<file path="src/rtl/vpu_pkg.sv">
// Shared types and sizing helpers for the VPU sequencing controllers.
package vpu_pkg;

    localparam int unsigned DEF_R_PORTS     = 3;
    localparam int unsigned DEF_MAX_PHASES  = 4;
    localparam int unsigned DEF_TIMEOUT_CYC = 255;

    typedef enum logic [2:0] {
        S_IDLE  = 3'd0,
        S_GETOP = 3'd1,
        S_EXEC  = 3'd2,
        S_WB    = 3'd3,
        S_ERR   = 3'd4
    } vpu_seq_state_t;

    function automatic int unsigned ph_w(input int unsigned max_phases);
        return (max_phases < 1) ? 1 : $clog2(max_phases + 1);
    endfunction

    // A zero timeout disables the watchdog but still needs a 1-bit counter.
    function automatic int unsigned to_w(input int unsigned timeout_cyc);
        return (timeout_cyc < 1) ? 1 : $clog2(timeout_cyc + 1);
    endfunction

endpackage

</file>
<file path="src/rtl/vpu_watchdog.sv">
// Per-state stall counter: counts enabled cycles since the last clear and flags expiry
// on the cycle that would reach the limit. A limit of zero never expires.
module vpu_watchdog #(
    parameter int unsigned CNT_W = 8
) (
    input  logic             clk,
    input  logic             rst_n,
    input  logic             clr_i,
    input  logic             en_i,
    input  logic [CNT_W-1:0] limit_i,
    output logic             expire_o
);

    logic [CNT_W-1:0] cnt_q, cnt_d;
    logic             at_limit;

    // Extra bit so the comparison never wraps at the top of the counter range.
    assign at_limit = (({1'b0, cnt_q} + (CNT_W + 1)'(1)) == {1'b0, limit_i});
    assign expire_o = en_i && (limit_i != '0) && at_limit;

    always_comb begin
        cnt_d = cnt_q;
        if (clr_i) begin
            cnt_d = '0;
        end else if (en_i && !at_limit) begin
            cnt_d = cnt_q + CNT_W'(1);
        end
    end

    always_ff @(posedge clk) begin
        if (!rst_n) begin
            cnt_q <= '0;
        end else begin
            cnt_q <= cnt_d;
        end
    end

endmodule

</file>
<file path="src/rtl/vpu_seq_ctrl.sv">
// VPU request sequencer: one request at a time through operand fetch, N exec phases and
// writeback, with a per-state watchdog that traps into an error state.
module vpu_seq_ctrl
    import vpu_pkg::*;
#(
    parameter int unsigned  R_PORTS     = DEF_R_PORTS,
    parameter int unsigned  MAX_PHASES  = DEF_MAX_PHASES,
    parameter int unsigned  TIMEOUT_CYC = DEF_TIMEOUT_CYC,
    localparam int unsigned PH_W        = ph_w(MAX_PHASES)
) (
    input  logic               clk,
    input  logic               rst_n,
    input  logic               req_valid_i,
    input  logic [R_PORTS-1:0] req_port_mask_i,
    input  logic [PH_W-1:0]    req_nphase_i,
    output logic               req_rden_o,
    input  logic [R_PORTS-1:0] opget_done_i,
    output logic [R_PORTS-1:0] operand_rden_o,
    output logic               exec_start_o,
    input  logic               exec_done_i,
    output logic               wb_start_o,
    input  logic               wb_done_i,
    output logic               reset_cmd_o,
    input  logic               err_clr_i,
    output logic               busy_o,
    output logic               err_o,
    output logic [PH_W-1:0]    phase_o
);

    localparam int unsigned     TO_W     = to_w(TIMEOUT_CYC);
    localparam logic [PH_W-1:0] PH_ONE   = PH_W'(1);
    localparam logic [PH_W-1:0] PH_MAX   = PH_W'(MAX_PHASES);
    localparam logic [TO_W-1:0] TO_LIMIT = TO_W'(TIMEOUT_CYC);

    vpu_seq_state_t     state_q, state_d;
    logic [PH_W-1:0]    phase_q, phase_d;
    logic [PH_W-1:0]    nphase_q, nphase_d;
    logic [R_PORTS-1:0] mask_q, mask_d;
    logic               first_q, first_d;

    logic ops_ready;
    logic last_phase;
    logic wd_clr;
    logic wd_en;
    logic wd_expire;

    assign ops_ready  = ((opget_done_i & mask_q) == mask_q);
    assign last_phase = (phase_q == (nphase_q - PH_ONE));
    assign wd_en      = (state_q == S_GETOP) || (state_q == S_EXEC) || (state_q == S_WB);

    vpu_watchdog #(
        .CNT_W (TO_W)
    ) u_wdog (
        .clk      (clk),
        .rst_n    (rst_n),
        .clr_i    (wd_clr),
        .en_i     (wd_en),
        .limit_i  (TO_LIMIT),
        .expire_o (wd_expire)
    );

    always_ff @(posedge clk) begin
        if (!rst_n) begin
            state_q  <= S_IDLE;
            phase_q  <= '0;
            nphase_q <= '0;
            mask_q   <= '0;
            first_q  <= 1'b0;
        end else begin
            state_q  <= state_d;
            phase_q  <= phase_d;
            nphase_q <= nphase_d;
            mask_q   <= mask_d;
            first_q  <= first_d;
        end
    end

    // Progress is tested before expiry in every state, so a done on the limit cycle wins.
    always_comb begin
        state_d  = state_q;
        phase_d  = phase_q;
        nphase_d = nphase_q;
        mask_d   = mask_q;
        unique case (state_q)
            S_IDLE: begin
                if (req_valid_i) begin
                    mask_d  = req_port_mask_i;
                    state_d = S_GETOP;
                    if (req_nphase_i == '0) begin
                        nphase_d = PH_ONE;
                    end else if (req_nphase_i > PH_MAX) begin
                        nphase_d = PH_MAX;
                    end else begin
                        nphase_d = req_nphase_i;
                    end
                end
            end
            S_GETOP: begin
                if (ops_ready) begin
                    state_d = S_EXEC;
                end else if (wd_expire) begin
                    state_d = S_ERR;
                end
            end
            S_EXEC: begin
                if (exec_done_i) begin
                    if (last_phase) begin
                        phase_d = '0;
                        state_d = S_WB;
                    end else begin
                        phase_d = phase_q + PH_ONE;
                    end
                end else if (wd_expire) begin
                    phase_d = '0;
                    state_d = S_ERR;
                end
            end
            S_WB: begin
                if (wb_done_i) begin
                    state_d = S_IDLE;
                end else if (wd_expire) begin
                    state_d = S_ERR;
                end
            end
            S_ERR: begin
                if (err_clr_i) begin
                    state_d = S_IDLE;
                end
            end
            default: begin
                state_d = S_IDLE;
                phase_d = '0;
            end
        endcase
        first_d = (state_d != state_q) || (phase_d != phase_q);
        wd_clr  = first_d;
    end

    // Pulses are gated by rst_n so nothing fires in a cycle that is being reset.
    always_comb begin
        req_rden_o     = 1'b0;
        operand_rden_o = '0;
        exec_start_o   = 1'b0;
        wb_start_o     = 1'b0;
        reset_cmd_o    = 1'b0;
        busy_o         = (state_q != S_IDLE);
        err_o          = (state_q == S_ERR);
        phase_o        = phase_q;
        if (rst_n) begin
            unique case (state_q)
                S_EXEC: begin
                    exec_start_o = first_q;
                    if (exec_done_i) begin
                        operand_rden_o = mask_q;
                    end
                end
                S_WB: begin
                    wb_start_o = first_q;
                    if (wb_done_i) begin
                        reset_cmd_o = 1'b1;
                        req_rden_o  = 1'b1;
                    end
                end
                S_ERR: begin
                    if (err_clr_i) begin
                        reset_cmd_o = 1'b1;
                        req_rden_o  = 1'b1;
                    end
                end
                default: begin
                end
            endcase
        end
    end

endmodule

</file>
<file path="config.mk">
export PLATFORM = sky130hd
export DESIGN_NAME = vpu_seq_ctrl
export DESIGN_NICKNAME = d
export VERILOG_FILES = /design/src/rtl/vpu_pkg.sv /design/src/rtl/vpu_watchdog.sv /design/src/rtl/vpu_seq_ctrl.sv
export SDC_FILE = /design/constraint.sdc
export NUM_CORES = 1
export LEC_CHECK = 0
export ABC_AREA = 1
export BUFFER_PORTS_ARGS = -buffer_cell sky130_fd_sc_hd__buf_2
export CAP_MARGIN = 0
export CORE_MARGIN = 10
export CORE_UTILIZATION = 45
export CTS_CLUSTER_SIZE = 28
export DETAILED_ROUTE_END_ITERATION = 12
export GPL_TIMING_DRIVEN = 0
export PLACE_DENSITY = 0.66
export RECOVER_POWER = 25
export SLEW_MARGIN = 20
export SYNTH_ARGS = -nofsm -noshare
export SYNTH_HDL_FRONTEND = slang
export SYNTH_SLANG_ARGS = --single-unit
</file>
<file path="constraint.sdc">
create_clock -name clk -period 2.8 [get_ports clk]
set_input_delay 0.28 -clock clk [delete_from_list [all_inputs] [get_ports clk]]
set_output_delay 0.28 -clock clk [all_outputs]
set_load 0.02 [all_outputs]
</file>
# == Yosys cells after proc, flatten, opt, wreduce, memory -nomap -nowiden ==
# Index checks and enable logic that the tools add are counted.
# classes
n_addsub,4
magnitude_cmp,1
eq_ne,9
mux,25
n_bitwise,2
n_reduce_logical,12
# ops
cell,count
3-bit 2-to-1 mux,15
3-bit one-hot mux with 5 select lines,1
8-bit by 1-bit adder with 9-bit output (second input constant),1
9-bit by 8-bit equality test with 1-bit output (second input constant),1
8-bit by 1-bit adder with 8-bit output (second input constant),1
1-bit 2-to-1 mux,7
3-bit by 2-bit equality test with 1-bit output (second input constant),2
3-bit equality test,2
3-bit zero test,2
3-bit != test,2
3-bit one-hot mux with 2 select lines,1
4-bit OR reduction,1
3-bit by 1-bit adder with 3-bit output (second input constant),1
3-bit AND,1
3-bit by 1-bit equality test with 1-bit output (second input constant),1
3-bit equality test (second input constant),1
3-bit > comparator (second input constant),1
1-bit logical OR,3
3-bit nonzero test,1
3-bit by 1-bit subtractor with 3-bit output (second input constant),1
1-bit logical AND,2
1-bit one-hot mux with 2 select lines,1
2-bit AND reduction,1
2-bit OR reduction,1
other kinds (2),2
# word_totals
regBits,21
in_bits,15
out_inout_bits,12
wordCells,59

# == Depth between registers and ports, before layout ==
# logic_depth
depth_word,10
mapped_depth,15

# == Hierarchy ==
# A second synthesis with hierarchy kept.
# hier_totals
hier_cells,290
area_unflattened_um2,1740.4
# modules_own_cells
module,instances,cells_each,area_each_um2,seq_area_each_um2
vpu_seq_ctrl,1,158,985.9,260.2
vpu_watchdog,1,132,754.5,160.2

# == Worst setup path before layout ==
# No wires, ideal clock.
# synth_path
path_kind,reg-to-output
from,reg state_q[1]
to,out reset_cmd_o
t_arrival_ps,1697
t_required_ps,2520
setup_slack_ps,823
path_stages_with_launch,7
n_path_buf,1
cell_sequence,dfxtp_1 > nor2_1 > inv_1 > nor2_1 > nand2_1 > a21oi_1 > buf_4
# synth_via
elab_chain_len,3
word_cells_on_any_way,4
# synth_lines
item,line_no,text
"start, declared",vpu_seq_ctrl.sv:35,"vpu_seq_state_t state_q, state_d;"
"start signal, assigned",vpu_seq_ctrl.sv:70,state_q <= state_d;
3-bit equality test,n/a,
via err_o,vpu_seq_ctrl.sv:26,"output logic err_o,"
1-bit one-hot mux with 2 select lines,vpu_seq_ctrl.sv:150,unique case (state_q)
1-bit 2-to-1 mux,vpu_seq_ctrl.sv:149,if (rst_n) begin
"end, declared",vpu_seq_ctrl.sv:23,"output logic reset_cmd_o,"
# The timed path passes the listed nets, and every way through them passes these cells.

# == Worst setup path in the final report ==
# layout_path
from,reg u_wdog.cnt_q[1]
to,reg u_wdog.cnt_q[1]
# layout_via
elab_chain_len,9
word_cells_on_any_way,18
# layout_lines
item,line_no,text
"start, declared",vpu_watchdog.sv:14,"logic [CNT_W-1:0] cnt_q, cnt_d;"
"start signal, assigned",vpu_watchdog.sv:34,cnt_q <= cnt_d;
8-bit by 1-bit adder with 9-bit output,vpu_watchdog.sv:18,"assign at_limit = (({1'b0, cnt_q} + (CNT_W + 1)'(1)) == {1'b0, limit_i});"
9-bit by 8-bit equality test with 1-bit output,vpu_watchdog.sv:18,
1-bit logical AND,vpu_watchdog.sv:19,assign expire_o = en_i && (limit_i != '0) && at_limit;
3-bit 2-to-1 mux (on tied branches),"vpu_seq_ctrl.sv:101, vpu_seq_ctrl.sv:113, vpu_seq_ctrl.sv:121",
3-bit 2-to-1 mux (on tied branches),"vpu_seq_ctrl.sv:119, vpu_seq_ctrl.sv:99, vpu_seq_ctrl.sv:106",
3-bit one-hot mux with 5 select lines / 3-bit one-hot mux with 2 select lines (equally long branches),vpu_seq_ctrl.sv:84,unique case (state_q)
3-bit != test,vpu_seq_ctrl.sv:135,first_d = (state_d != state_q) || (phase_d != phase_q);
1-bit logical OR,vpu_seq_ctrl.sv:135,
2-bit OR reduction (no line),n/a,
# Parallel ways exist; a longest one is shown, timed or not.
# A chain may end at the register's enable or synchronous reset.

==> flow_summary_export.csv <==
group,metric,value,unit
outcome,result_of_the_run,"complete, no violations",
route,avgViaCountPerCell,5.01,
cells_and_area,final_cell_count_no_fill,283,
floorplan,num_io_pins,27,
route,routed_wirelength,3.22,mm
sta,clock.fmax,0.479,GHz
floorplan,die_width,75.4,µm
cells_and_area,nNetsFinal,270,
grt,grt_usage,12.3,%
cells_and_area,syn_to_final_growth,14.3,%
placement,gp_congestion,0.830,
synth,synth.cell_area,0.00138,mm²
cells_and_area,layout_common_cells,"62 x sky130_fd_sc_hd__nand2_1, 28 x sky130_fd_sc_hd__inv_1, 28 x sky130_fd_sc_hd__nor2_1",
clock_network,postCtsResizedCells,0,
grt,pin_count_of_the_biggest_net_entering_global_routing,14,
setup_path,delay_contributed_by_the_slowest_stage_of_the_critical_path,430,ps
synth,synth-edff-count,0,
synth,synth-warning-count,0,
sta,hold_violations,0,
route,dr_pass1_iterations,4,
sta,setup_viol_count_final,0,
sta,max-slew-margin-rel,68.7,%
cells_and_area,fillers,333,
floorplan,floorplan.rows,20,
setup_path,worstPathRequired,3070,ps
synth,syn_area_per_cell,6.28,µm²
sta,report.final.slew_viol_count,0,
clock_network,inserted_clock_buffers,3,
setup_path,worstPathBufferInverterCount,0,
route,initial_detailed_routing_violation_count,46,
setup_path,setup.worst_path.start_class,"flop",
route,route.detailed.wl_per_inst,11.4,µm
setup_path,path_delay_family,"simple AND/OR/NAND/NOR gates",
clock_network,clk_pin_slew,130,ps
cells_and_area,drive_above_1_share,15.2,%
cells_and_area,diodes,0,
grt,grt_first_pass_wirelength,5.51,mm
floorplan,initial_core_util,46.0,%
route,dr_total_vias,1419,
sta,worst_clock_skew,2.48,ps
synth,synthFlopType,"sky130_fd_sc_hd__dfxtp_1",
setup_path,timing.critical_path.cells,"ha_1 > nand3_2 > o21bai_1 > nand2_1 > nor2_1 > nand4_2 > nand2_1 > nand2_1 > nand2_1 > nand2_1 > nand2_1 > nand4_4 > nor2_1",
floorplan,fp.dieH,75.4,µm
clock_network,cts_tree,"built",
synth,asyncSetResetFlopFracSynth,0,%
setup_path,crit_arrival,2360,ps
sta,tightest_slew,470,ps
synth,postSynthRegisterBits,21,
setup_path,path_class,"reg2reg",
cells_and_area,leading_cell_type_in_the_layout_fill_and_taps_excluded,"sky130_fd_sc_hd__nand2_1",
clock_network,cts-hold-fix-buffers,0,
synth,synth-seq-area-share,30.4,%
setup_path,worst_path_max_delay_cell,"sky130_fd_sc_hd__dfxtp_1",
synth,postSynthNetCount,239,
sta,min_period,2090,ps
placement,place.detailed.hpwl,2.59,mm
sta,finalCritPeriodShare,74.6,%
placement,io_buffers,26,
floorplan,fp.coreArea,0.00300,mm²
power,p_leak,0.736,nW
grt,number_of_global_route_vias_before_repair,1323,
setup_path,timing.critical_path.fanout_max,8,
route,antenna_violating_nets_post_route,0,
min_path,worst_hold_path_type,"in2reg",
synth,synth_cell_types,31,
sta,final.setup.tns,0,ps
setup_path,timing.critical_path.to_type,"flop",
clock_network,clk_root_buffer_cell,"sky130_fd_sc_hd__clkbuf_4",
setup_path,critical-path-top-cell-by-count,"sky130_fd_sc_hd__nand2_1",
synth,synthesis.instances,220,
grt,grt_antenna_before_repair,0,
route,drt_drc,0,
clock_network,clkSinkCount,21,
clock_network,clock_insertion_delay_worst_skew,320,ps
placement,placedCellCount,279,
setup_path,reg2reg_setup_slack,710,ps
clock_network,post-cts-setup-buffers,0,
sta,rsz0062_at_grt,"no",
floorplan,dieArea,0.00569,mm²
power,pwr_cell_area,372,mW/mm²
clock_network,cts.htree.levels,1,
run,max_cap_violations,0,
power,vdd_ir_drop_max,255,µV
grt,globalRoute.totalOverflow,0,
clock_network,maximum_clock_path_buffer_count,2,
## worst min-delay path: stages
cell and delay, ps:
sky130_fd_sc_hd__buf_2 100, sky130_fd_sc_hd__nand2_1 50, sky130_fd_sc_hd__a21oi_1 50
## power by group
part | internal, W | switching (W)
Combinational | 0.0000392 | 0.0000634
Sequential | 0.000314 | 0.0000122
Clock | 0.0000547 | 0.000105
## cells by family after synthesis
logic type      synth area share [%]
simple gates                    38.4
compound gates                  15.5
buf+inv                         8.96
flops                           30.4
xor+xnor                        3.17
fa+ha+maj                       3.62
## stage by stage
step / power [W] / hold slack [ps] / cell area, µm² / setup WS, ps / util [%]
2_1_floorplan: 0.000405 / 418 / 1380 / 823 / -
5_1_grt: 0.000629 / 197 / 1580 / 336 / 52.6
3_5_place_dp: 0.000437 / 465 / 1550 / 719 / 51.7
3_3_place_gp: 0.000436 / 457 / 1550 / 739 / 51.7
6_report: 0.000588 / 197 / 1580 / 711 / 52.6
4_1_cts: 0.000600 / 187 / 1580 / 677 / 52.8
## path summary, 6_finish.rpt
kind,startpoint,to,cells past startpoint
hold / removal,req_nphase_i[1],nphase_q[1],3
setup reg to reg,u_wdog.cnt_q[1],u_wdog.cnt_q[1],13
setup / recovery,u_wdog.cnt_q[1],u_wdog.cnt_q[1],13
hold reg to reg,mask_q[0],mask_q[0],2
## sequential cells by signal, indices dropped and copies added (netlist names)
register and cells:
state_q 3, phase_o 3, first_q 1, mask_q 3, u_wdog.cnt_q 8, nphase_q 3
## area by class of cell
class | instances | area [µm²] | area share, %
sequential | 21 | 420 | 26.6
tap | 33 | 41.3 | 2.61
clock inverter | 1 | 7.51 | 0.475
inverter | 29 | 109 | 6.89
multi-input combinational | 167 | 838 | 53.0
timing repair buffer | 26 | 126 | 8.00
buffer | 3 | 15.0 | 0.950
clock buffer | 3 | 22.5 | 1.43
## synthesized netlist by cell type (2+ instances only)
| cell | instances | area [µm²] |
|---|---|---|
| sky130_fd_sc_hd__xor2_1 | 3 | 26.3 |
| sky130_fd_sc_hd__clkbuf_1 | 2 | 7.51 |
| sky130_fd_sc_hd__o21ai_0 | 13 | 65.1 |
| sky130_fd_sc_hd__or2_2 | 2 | 12.5 |
| sky130_fd_sc_hd__nand2_1 | 62 | 233 |
| sky130_fd_sc_hd__a31oi_1 | 2 | 12.5 |
| sky130_fd_sc_hd__nor2_1 | 28 | 105 |
| sky130_fd_sc_hd__inv_1 | 28 | 105 |
| sky130_fd_sc_hd__nand4_1 | 2 | 12.5 |
| sky130_fd_sc_hd__a211oi_1 | 2 | 15.0 |
| sky130_fd_sc_hd__nor2_2 | 2 | 12.5 |
| sky130_fd_sc_hd__nand3_1 | 13 | 65.1 |
| sky130_fd_sc_hd__dfxtp_1 | 21 | 420 |
| sky130_fd_sc_hd__nor3_1 | 4 | 20.0 |
| sky130_fd_sc_hd__ha_1 | 4 | 50.1 |
| sky130_fd_sc_hd__nand2_2 | 2 | 12.5 |
| sky130_fd_sc_hd__xnor2_1 | 2 | 17.5 |
| sky130_fd_sc_hd__a21oi_1 | 15 | 75.1 |
## per-layer routing
layer	vias to the layer above	global-route usage, %	part of all wire, %	wire [µm]
met1	623	12.9	45	1430
met2	16	23.2	51	1650
li1	775	-	-	-
met5	-	0	0	0
met4	0	4.33	1.6	50
met3	5	2.73	2.6	83
Power figures use the tool's default switching activity.
